--- src/rtl/alu_arbiter.sv ---
// alu_arbiter_pkg: operation encoding shared by the arbiter, its requesters
// and the external ALU.
//
// alu_arbiter: two-requester round-robin front end for one shared
// combinational ALU. A request is accepted in IDLE, and its operands are
// registered. The ALU is evaluated for exactly one cycle (EXEC). Its result
// is then held in RESP until the owning requester consumes it.
//
// Ports
//   clk_i, reset_ni             clock, asynchronous active-low reset
//   rN_req_valid_i/ready_o      request handshake per requester (N = 0, 1)
//   rN_a_i, rN_b_i, rN_op_i     operands and operation per requester
//   rN_rsp_valid_o/ready_i      response handshake per requester
//   rsp_y_o, rsp_flags_o        registered result and flags (shared)
//   alu_a_o, alu_b_o, alu_op_o  registered operands to the external ALU
//   alu_y_i, alu_flags_i        combinational result from the external ALU

package alu_arbiter_pkg;
  typedef enum logic [2:0] {
    AddOp,
    SubOp,
    AndOp,
    OrOp,
    XorOp,
    SltOp,
    SllOp,
    SrlOp
  } ALU_Ops;
endpackage

module alu_arbiter
  import alu_arbiter_pkg::*;
#(
  parameter int DATA_WIDTH = 32,
  parameter int FLAG_SIZE  = 4
) (
  input  logic                  clk_i,
  input  logic                  reset_ni,

  input  logic                  r0_req_valid_i,
  output logic                  r0_req_ready_o,
  input  logic [DATA_WIDTH-1:0] r0_a_i,
  input  logic [DATA_WIDTH-1:0] r0_b_i,
  input  ALU_Ops                r0_op_i,
  output logic                  r0_rsp_valid_o,
  input  logic                  r0_rsp_ready_i,

  input  logic                  r1_req_valid_i,
  output logic                  r1_req_ready_o,
  input  logic [DATA_WIDTH-1:0] r1_a_i,
  input  logic [DATA_WIDTH-1:0] r1_b_i,
  input  ALU_Ops                r1_op_i,
  output logic                  r1_rsp_valid_o,
  input  logic                  r1_rsp_ready_i,

  output logic [DATA_WIDTH-1:0] rsp_y_o,
  output logic [FLAG_SIZE-1:0]  rsp_flags_o,

  output logic [DATA_WIDTH-1:0] alu_a_o,
  output logic [DATA_WIDTH-1:0] alu_b_o,
  output ALU_Ops                alu_op_o,
  input  logic [DATA_WIDTH-1:0] alu_y_i,
  input  logic [FLAG_SIZE-1:0]  alu_flags_i
);

  typedef enum logic [1:0] {IDLE, EXEC, RESP} state_e;

  state_e                state_q, state_d;
  logic                  owner_q;   // 0: r0 owns the in-flight op, 1: r1
  logic                  last_q;    // requester served by the most recent grant
  logic [DATA_WIDTH-1:0] a_q, b_q;
  ALU_Ops                op_q;
  logic [DATA_WIDTH-1:0] y_q;
  logic [FLAG_SIZE-1:0]  flags_q;

  logic grant_r1;
  logic accept;
  logic owner_rsp_ready;

  // r1 wins when it is the only requester, or on a tie when r0 was served last.
  assign grant_r1        = r1_req_valid_i && (!r0_req_valid_i || !last_q);
  assign accept          = (state_q == IDLE) && (r0_req_valid_i || r1_req_valid_i);
  assign owner_rsp_ready = owner_q ? r1_rsp_ready_i : r0_rsp_ready_i;

  // NOTE: every signal written in an always_comb gets a default value first.
  // That way no path leaves it unassigned, and no latch is inferred.
  always_comb begin
    state_d = state_q;
    unique case (state_q)
      IDLE:    if (accept) state_d = EXEC;
      EXEC:    state_d = RESP;
      RESP:    if (owner_rsp_ready) state_d = IDLE;
      default: state_d = IDLE;
    endcase
  end

  // NOTE: sequential state uses non-blocking assignments only. All registers
  // then update together from pre-edge values, with no ordering races.
  always_ff @(posedge clk_i or negedge reset_ni) begin
    if (!reset_ni) begin
      state_q <= IDLE;
    end else begin
      state_q <= state_d;
    end
  end

  // Operand registers load only on accept and so stay stable through
  // EXEC and RESP. Late changes on the request inputs cannot reach the ALU.
  always_ff @(posedge clk_i or negedge reset_ni) begin
    if (!reset_ni) begin
      a_q     <= '0;
      b_q     <= '0;
      op_q    <= AddOp;
      owner_q <= 1'b0;
      last_q  <= 1'b1;   // r0 wins the first tie after reset
    end else if (accept) begin
      a_q     <= grant_r1 ? r1_a_i  : r0_a_i;
      b_q     <= grant_r1 ? r1_b_i  : r0_b_i;
      op_q    <= grant_r1 ? r1_op_i : r0_op_i;
      owner_q <= grant_r1;
      last_q  <= grant_r1;
    end
  end

  always_ff @(posedge clk_i or negedge reset_ni) begin
    if (!reset_ni) begin
      y_q     <= '0;
      flags_q <= '0;
    end else if (state_q == EXEC) begin
      y_q     <= alu_y_i;
      flags_q <= alu_flags_i;
    end
  end

  assign r0_req_ready_o = (state_q == IDLE) && r0_req_valid_i && !grant_r1;
  assign r1_req_ready_o = (state_q == IDLE) && grant_r1;

  assign r0_rsp_valid_o = (state_q == RESP) && !owner_q;
  assign r1_rsp_valid_o = (state_q == RESP) &&  owner_q;

  assign rsp_y_o     = y_q;
  assign rsp_flags_o = flags_q;
  assign alu_a_o     = a_q;
  assign alu_b_o     = b_q;
  assign alu_op_o    = op_q;

endmodule

--- config.mk ---
export PLATFORM = sky130hd
export DESIGN_NAME = alu_arbiter
export DESIGN_NICKNAME = d
export VERILOG_FILES = /design/src/rtl/alu_arbiter.sv
export SDC_FILE = /design/constraint.sdc
export NUM_CORES = 1
export LEC_CHECK = 0
export BUFFER_PORTS_ARGS = -buffer_cell sky130_fd_sc_hd__buf_2
export CORE_MARGIN = 2
export CORE_UTILIZATION = 40
export DETAILED_ROUTE_END_ITERATION = 12
export PLACE_DENSITY = 0.73
export SYNTH_ARGS = -nofsm -noshare
export SYNTH_HDL_FRONTEND = slang
export SYNTH_SLANG_ARGS = --single-unit
--- constraint.sdc ---
create_clock -name clk_i -period 2.06 [get_ports clk_i]
set_input_delay 0.103 -clock clk_i [delete_from_list [all_inputs] [get_ports clk_i]]
set_output_delay 0.103 -clock clk_i [all_outputs]
set_load 0.01 [all_outputs]
* Word-level counts from Yosys, hierarchy flattened
Index checks and enable logic that the tools add are counted.
Cells by class: equality and inequality tests 4, multiplexer cells 7, reduce and logical (&&, ||, !) cells 15
Operators by type and width (count):
- 2-to-1 mux 32 bit | 2
- logical AND 1 bit | 7
- case mux 2 bit (3 select lines) | 1
- zero test 1 bit | 4
- 2-to-1 mux 2 bit | 2
- != test 2 bit (second input constant) | 2
- 2-to-1 mux 3 bit | 1
- equality test 2 x 1 -> 1 bit (second input constant) | 1
- equality test 2 bit (second input constant) | 1
- zero test 2 bit | 1
- logical OR 1 bit | 2
- AND reduction 2 bit | 1
- 2-to-1 mux 1 bit | 1
Word-level totals: register bits after elaboration 107, input bits 176, output and inout bits 107, logic and storage cells 34

* Longest topological paths before layout
word-level depth 5, gate-level depth with buffers 6, mapped depth without buffers 3

* Least setup slack after synthesis
OpenSTA, ideal clock, no wires.
path kind register to register, start register last_q, end register a_q[0], in the netlist alu_a_o[0], data arrival time 1.547 ns, data required time 1.935 ns, path slack 0.388 ns, cell stages (with the launch flop) 7, cell sequence dfstp_2 > a21bo_1 > buf_6 > buf_6 > buf_6 > mux2_4 > mux2_4
On the way: cells in the longest elaborated chain, start to end 4
Ends and longest elaborated chain:
- start, declared | line 70 | logic last_q;
- start signal, assigned | line 121 | last_q <= grant_r1;
- zero test 1 bit | line 81 | assign grant_r1 = r1_req_valid_i && (!r0_req_valid_i || !last_q);
- logical OR 1 bit | line 81
- logical AND 1 bit | line 81
- 2-to-1 mux 32 bit | line 117 | a_q <= grant_r1 ? r1_a_i : r0_a_i;
- end signal, assigned | line 117
- end, declared | line 71 | logic [DATA_WIDTH-1:0] a_q, b_q;
Every way passes these cells. A chain may end at the register's enable or synchronous reset.

* Worst setup path after layout
start input r0_req_valid_i, end output r1_req_ready_o
On the way: cells in the longest elaborated chain, start to end 4
Ends and longest elaborated chain:
- start, declared | line 40 | input logic r0_req_valid_i,
- zero test 1 bit | line 81
- logical OR 1 bit | line 81
- logical AND 1 bit | line 81
- logical AND 1 bit | line 136 | assign r1_req_ready_o = (state_q == IDLE) && grant_r1;
- end, declared | line 49 | output logic r1_req_ready_o,
Every way passes these cells.

==> flow_results.xml <==
<?xml version="1.0" encoding="UTF-8"?>
<metrics>
  <group name="outcome">
    <metric name="status" unit="">completed</metric>
  </group>
  <group name="logic_synthesis">
    <metric name="yosys.cell_types.count" unit="">18</metric>
    <metric name="synth_mux_area_share" unit="%">40.8</metric>
    <metric name="synthesis.instances" unit="">312</metric>
    <metric name="postSynthRegisterBits" unit="">107</metric>
    <metric name="synth_top_family_by_area" unit="">multiplexers</metric>
    <metric name="syn-cell-area" unit="um^2">4870</metric>
    <metric name="synth_fp_nets" unit="">488</metric>
    <metric name="adder_and_majority_cell_fraction_of_the_synthesized_area" unit="%">0</metric>
    <metric name="ys_seq_area_share" unit="%">55.1</metric>
    <metric name="synth_simple_gate_area_share" unit="%">0.720</metric>
    <metric name="synth.avg_cell_area" unit="um^2">15.6</metric>
    <metric name="synth_compound_area_share" unit="%">0.849</metric>
    <metric name="yosysWarnings" unit="">0</metric>
    <metric name="yosys.area_share.xor_xnor" unit="%">0</metric>
  </group>
  <group name="setup_path">
    <metric name="timing.critical_path.arrival" unit="ns">1.71</metric>
    <metric name="critical_path_peak_fanout" unit="">22</metric>
    <metric name="crit_type" unit="">in2out</metric>
    <metric name="critPathBufInv" unit="">4</metric>
    <metric name="startpoint_type" unit="">input port</metric>
    <metric name="path_cells" unit="">dlygate4sd3_1, buf_2, a21bo_4, buf_12, nor3_1, buf_2</metric>
    <metric name="cp_slowest_stage_delay" unit="ns">0.53</metric>
    <metric name="cpMaxStageDelayCell" unit="">dlygate4sd3_1</metric>
    <metric name="cp-end-kind" unit="">output port</metric>
    <metric name="path_common_cell" unit="">buf_2</metric>
    <metric name="required" unit="ns">1.96</metric>
    <metric name="path_delay_family" unit="">buffers and inverters</metric>
  </group>
  <group name="sta">
    <metric name="finalSetupViolations" unit="">0</metric>
    <metric name="tightestPinTransition" unit="ns">0.582</metric>
    <metric name="fmax" unit="MHz">552</metric>
    <metric name="report.final.hold_viol_count" unit="">0</metric>
    <metric name="final_max_slew_viol_count" unit="">0</metric>
    <metric name="ratio_of_final_minimum_period_to_clock_period" unit="%">87.9</metric>
    <metric name="slew-limit-headroom" unit="%">61.2</metric>
    <metric name="setup-tns-final" unit="ns">0</metric>
    <metric name="fin_crit" unit="ns">1.81</metric>
    <metric name="unrepaired_setup_endpoints_after_global_routing" unit="">false</metric>
    <metric name="fin_skew" unit="ns">0.00592</metric>
  </group>
  <group name="pwr">
    <metric name="static-leakage-power" unit="nW">3.54</metric>
    <metric name="ir_drop" unit="V">0.000791</metric>
    <metric name="report.power.total" unit="W">0.0103</metric>
    <metric name="power_density" unit="nW/um^2">1430</metric>
  </group>
  <group name="placed_design">
    <metric name="placedCellCount" unit="">729</metric>
    <metric name="buffer_ports.inserted" unit="">282</metric>
    <metric name="hpwl" unit="um">8940</metric>
    <metric name="place.gp.congestion" unit="">0.764</metric>
  </group>
  <group name="layout">
    <metric name="layout-drive-gt1-share" unit="%">75.4</metric>
    <metric name="post_layout_nonfiller_instances" unit="">782</metric>
    <metric name="final_net_count" unit="">806</metric>
    <metric name="antennaDiodeCount" unit="">0</metric>
    <metric name="area_growth" unit="%">47.8</metric>
    <metric name="seqCellArea" unit="um^2">2680</metric>
    <metric name="filler_cell_count" unit="">934</metric>
    <metric name="finish.utilization" unit="%">60.1</metric>
    <metric name="multi_input_area" unit="um^2">2080</metric>
  </group>
  <group name="global_routing">
    <metric name="antenna_found_initial" unit="">1</metric>
    <metric name="global_route.overflow_total" unit="">0</metric>
    <metric name="grt_first_pass_wirelength" unit="um">19400</metric>
    <metric name="first_global_vias" unit="">3995</metric>
    <metric name="pin_count_of_the_biggest_net_entering_global_routing" unit="">108</metric>
    <metric name="gr-usage-all-layers" unit="%">19.1</metric>
  </group>
  <group name="routing">
    <metric name="vias" unit="">3738</metric>
    <metric name="detail_route.drc_violations" unit="">0</metric>
    <metric name="drt-initial-drc-count" unit="">103</metric>
    <metric name="drt_first_pass_iters" unit="">4</metric>
    <metric name="drt-wirelength-per-cell" unit="um">15.8</metric>
    <metric name="antenna_left" unit="">0</metric>
    <metric name="drt-vias-per-instance" unit="">4.78</metric>
    <metric name="route.final.wire_length" unit="um">12400</metric>
  </group>
  <group name="floorplanning">
    <metric name="initial_utilization" unit="%">40.7</metric>
    <metric name="design.core.area" unit="um^2">12000</metric>
    <metric name="die_height" unit="um">114</metric>
    <metric name="io_pins" unit="">283</metric>
    <metric name="cell_row_count" unit="">40</metric>
    <metric name="die_w" unit="um">114</metric>
    <metric name="full_die_area" unit="um^2">13100</metric>
  </group>
  <group name="run">
    <metric name="max-cap-violations" unit="">0</metric>
  </group>
  <group name="cts">
    <metric name="h-tree-depth" unit="">3</metric>
    <metric name="clk_latency" unit="ns">0.34</metric>
    <metric name="cts-root-to-sink-buffers" unit="">2</metric>
    <metric name="clk_transition_reported_paths" unit="ns">0.07</metric>
    <metric name="tritoncts" unit="">done</metric>
    <metric name="ctsRootBufferMaster" unit="">clkbuf_16</metric>
    <metric name="cts_buffers" unit="">9</metric>
    <metric name="cts_num_sinks" unit="">107</metric>
  </group>
  <group name="hold_path">
    <metric name="hp-class" unit="">in2reg</metric>
  </group>
</metrics>
synthesized netlist by cell type:
cell type	number	area, um^2
a31oi_1	1	6.26
and3_1	1	6.26
o21a_1	1	7.51
o21bai_1	1	7.51
nor2_1	3	11.3
nor3_1	1	5.00
o21ai_0	1	5.00
dfrtp_1	106	2650
nand2b_1	2	12.5
dfstp_2	1	26.3
a21bo_1	1	10.0
buf_2	16	80.1
buf_6	3	33.8
buf_4	1	7.51
mux2_4	16	240
a21oi_1	1	5.00
mux2_2	155	1750
inv_1	1	3.75
power breakdown:
group	switching (W)	internal (W)	total (W)	leakage [nW]
combinational	0.00203	0.00253	0.00456	2.12
clock	0.000737	0.00122	0.00195	0.169
sequential	0.000549	0.00321	0.00376	1.25
total	0.00332	0.00695	0.0103	3.54
kinds of logic after synthesis:
| kind of cell | count (synthesis) |
|---|---|
| DFF | 107 |
| buffers and inverters | 21 |
| and+or+nand+nor | 7 |
| muxes | 171 |
| AOI/OAI and AO/OA | 6 |
area by class of cell:
class | count | share of cell area (%)
clock buffers | 11 | 3.38
clock inverters | 5 | 1.39
multi-input cells | 184 | 28.9
repair buffers | 327 | 26.5
flip-flops and latches | 107 | 37.2
well taps | 147 | 2.56
inverters | 1 | 0.0522
routing by layer:
layer	up-vias	global-route usage (%)	share of wire, %
li1	1753	-	-
met2	181	33.7	50
met3	22	5.98	8.9
met1	1782	21.0	38
met4	0	8.62	2.4
met5	-	0	0
registers in the layout, indices dropped and copies added, names as in the netlist:
name,cells
alu_b_o,32
alu_op_o,3
owner_q,1
state_q,2
alu_a_o,32
rsp_y_o,32
last_q,1
rsp_flags_o,4
layout by cell type, fill, tap and decap left out, types with 2 or more instances in the layout:
| cell type | count |
|---|---|
| buf_4 | 4 |
| buf_2 | 281 |
| nand2b_1 | 2 |
| bufinv_16 | 3 |
| mux2_4 | 16 |
| clkbuf_16 | 9 |
| dfrtp_1 | 106 |
| mux2_2 | 155 |
| buf_12 | 5 |
| clkinv_2 | 2 |
| nor2_1 | 3 |
| dlygate4sd3_1 | 37 |
final timing paths:
path,endpoint,slack [ns],depth (start not counted),from
max in group asynchronous,alu_b_o[0]$_DFFE_PN0P_,1.24,3,reset_ni
worst min register to register,alu_b_o[11]$_DFFE_PN0P_,0.50,1,alu_b_o[11]$_DFFE_PN0P_
worst max-delay path,r1_req_ready_o,0.25,6,r0_req_valid_i
worst min-delay path,rsp_flags_o[2]$_DFFE_PN0N_,0.03,2,alu_flags_i[2]
worst max register to register,alu_b_o[6]$_DFFE_PN0P_,0.27,4,last_q$_DFFE_PN1P_
min in group asynchronous,alu_op_o[2]$_DFFE_PN0P_,0.34,3,reset_ni
stage by stage:
| step | hold WS, ns | setup slack, ns | instance area [um^2] |
|---|---|---|---|
| 3_5_place_dp | 0.225 | 0.273 | 6480 |
| 3_3_place_gp | 0.216 | 0.303 | 6480 |
| 2_1_floorplan | -0.193 | 0.388 | 4870 |
| 4_1_cts | 0.0242 | 0.223 | 7190 |
| 6_report | 0.0311 | 0.248 | 7190 |
| 5_1_grt | 0.0236 | 0.176 | 7190 |
repair_timing:
item                      in CTS  in global routing
gates resized for setup        0                  0
hold buffers                  37                  0
hold endpoints to repair     142                  0
setup buffers                  0                  0
Power figures use the tool's default switching activity.
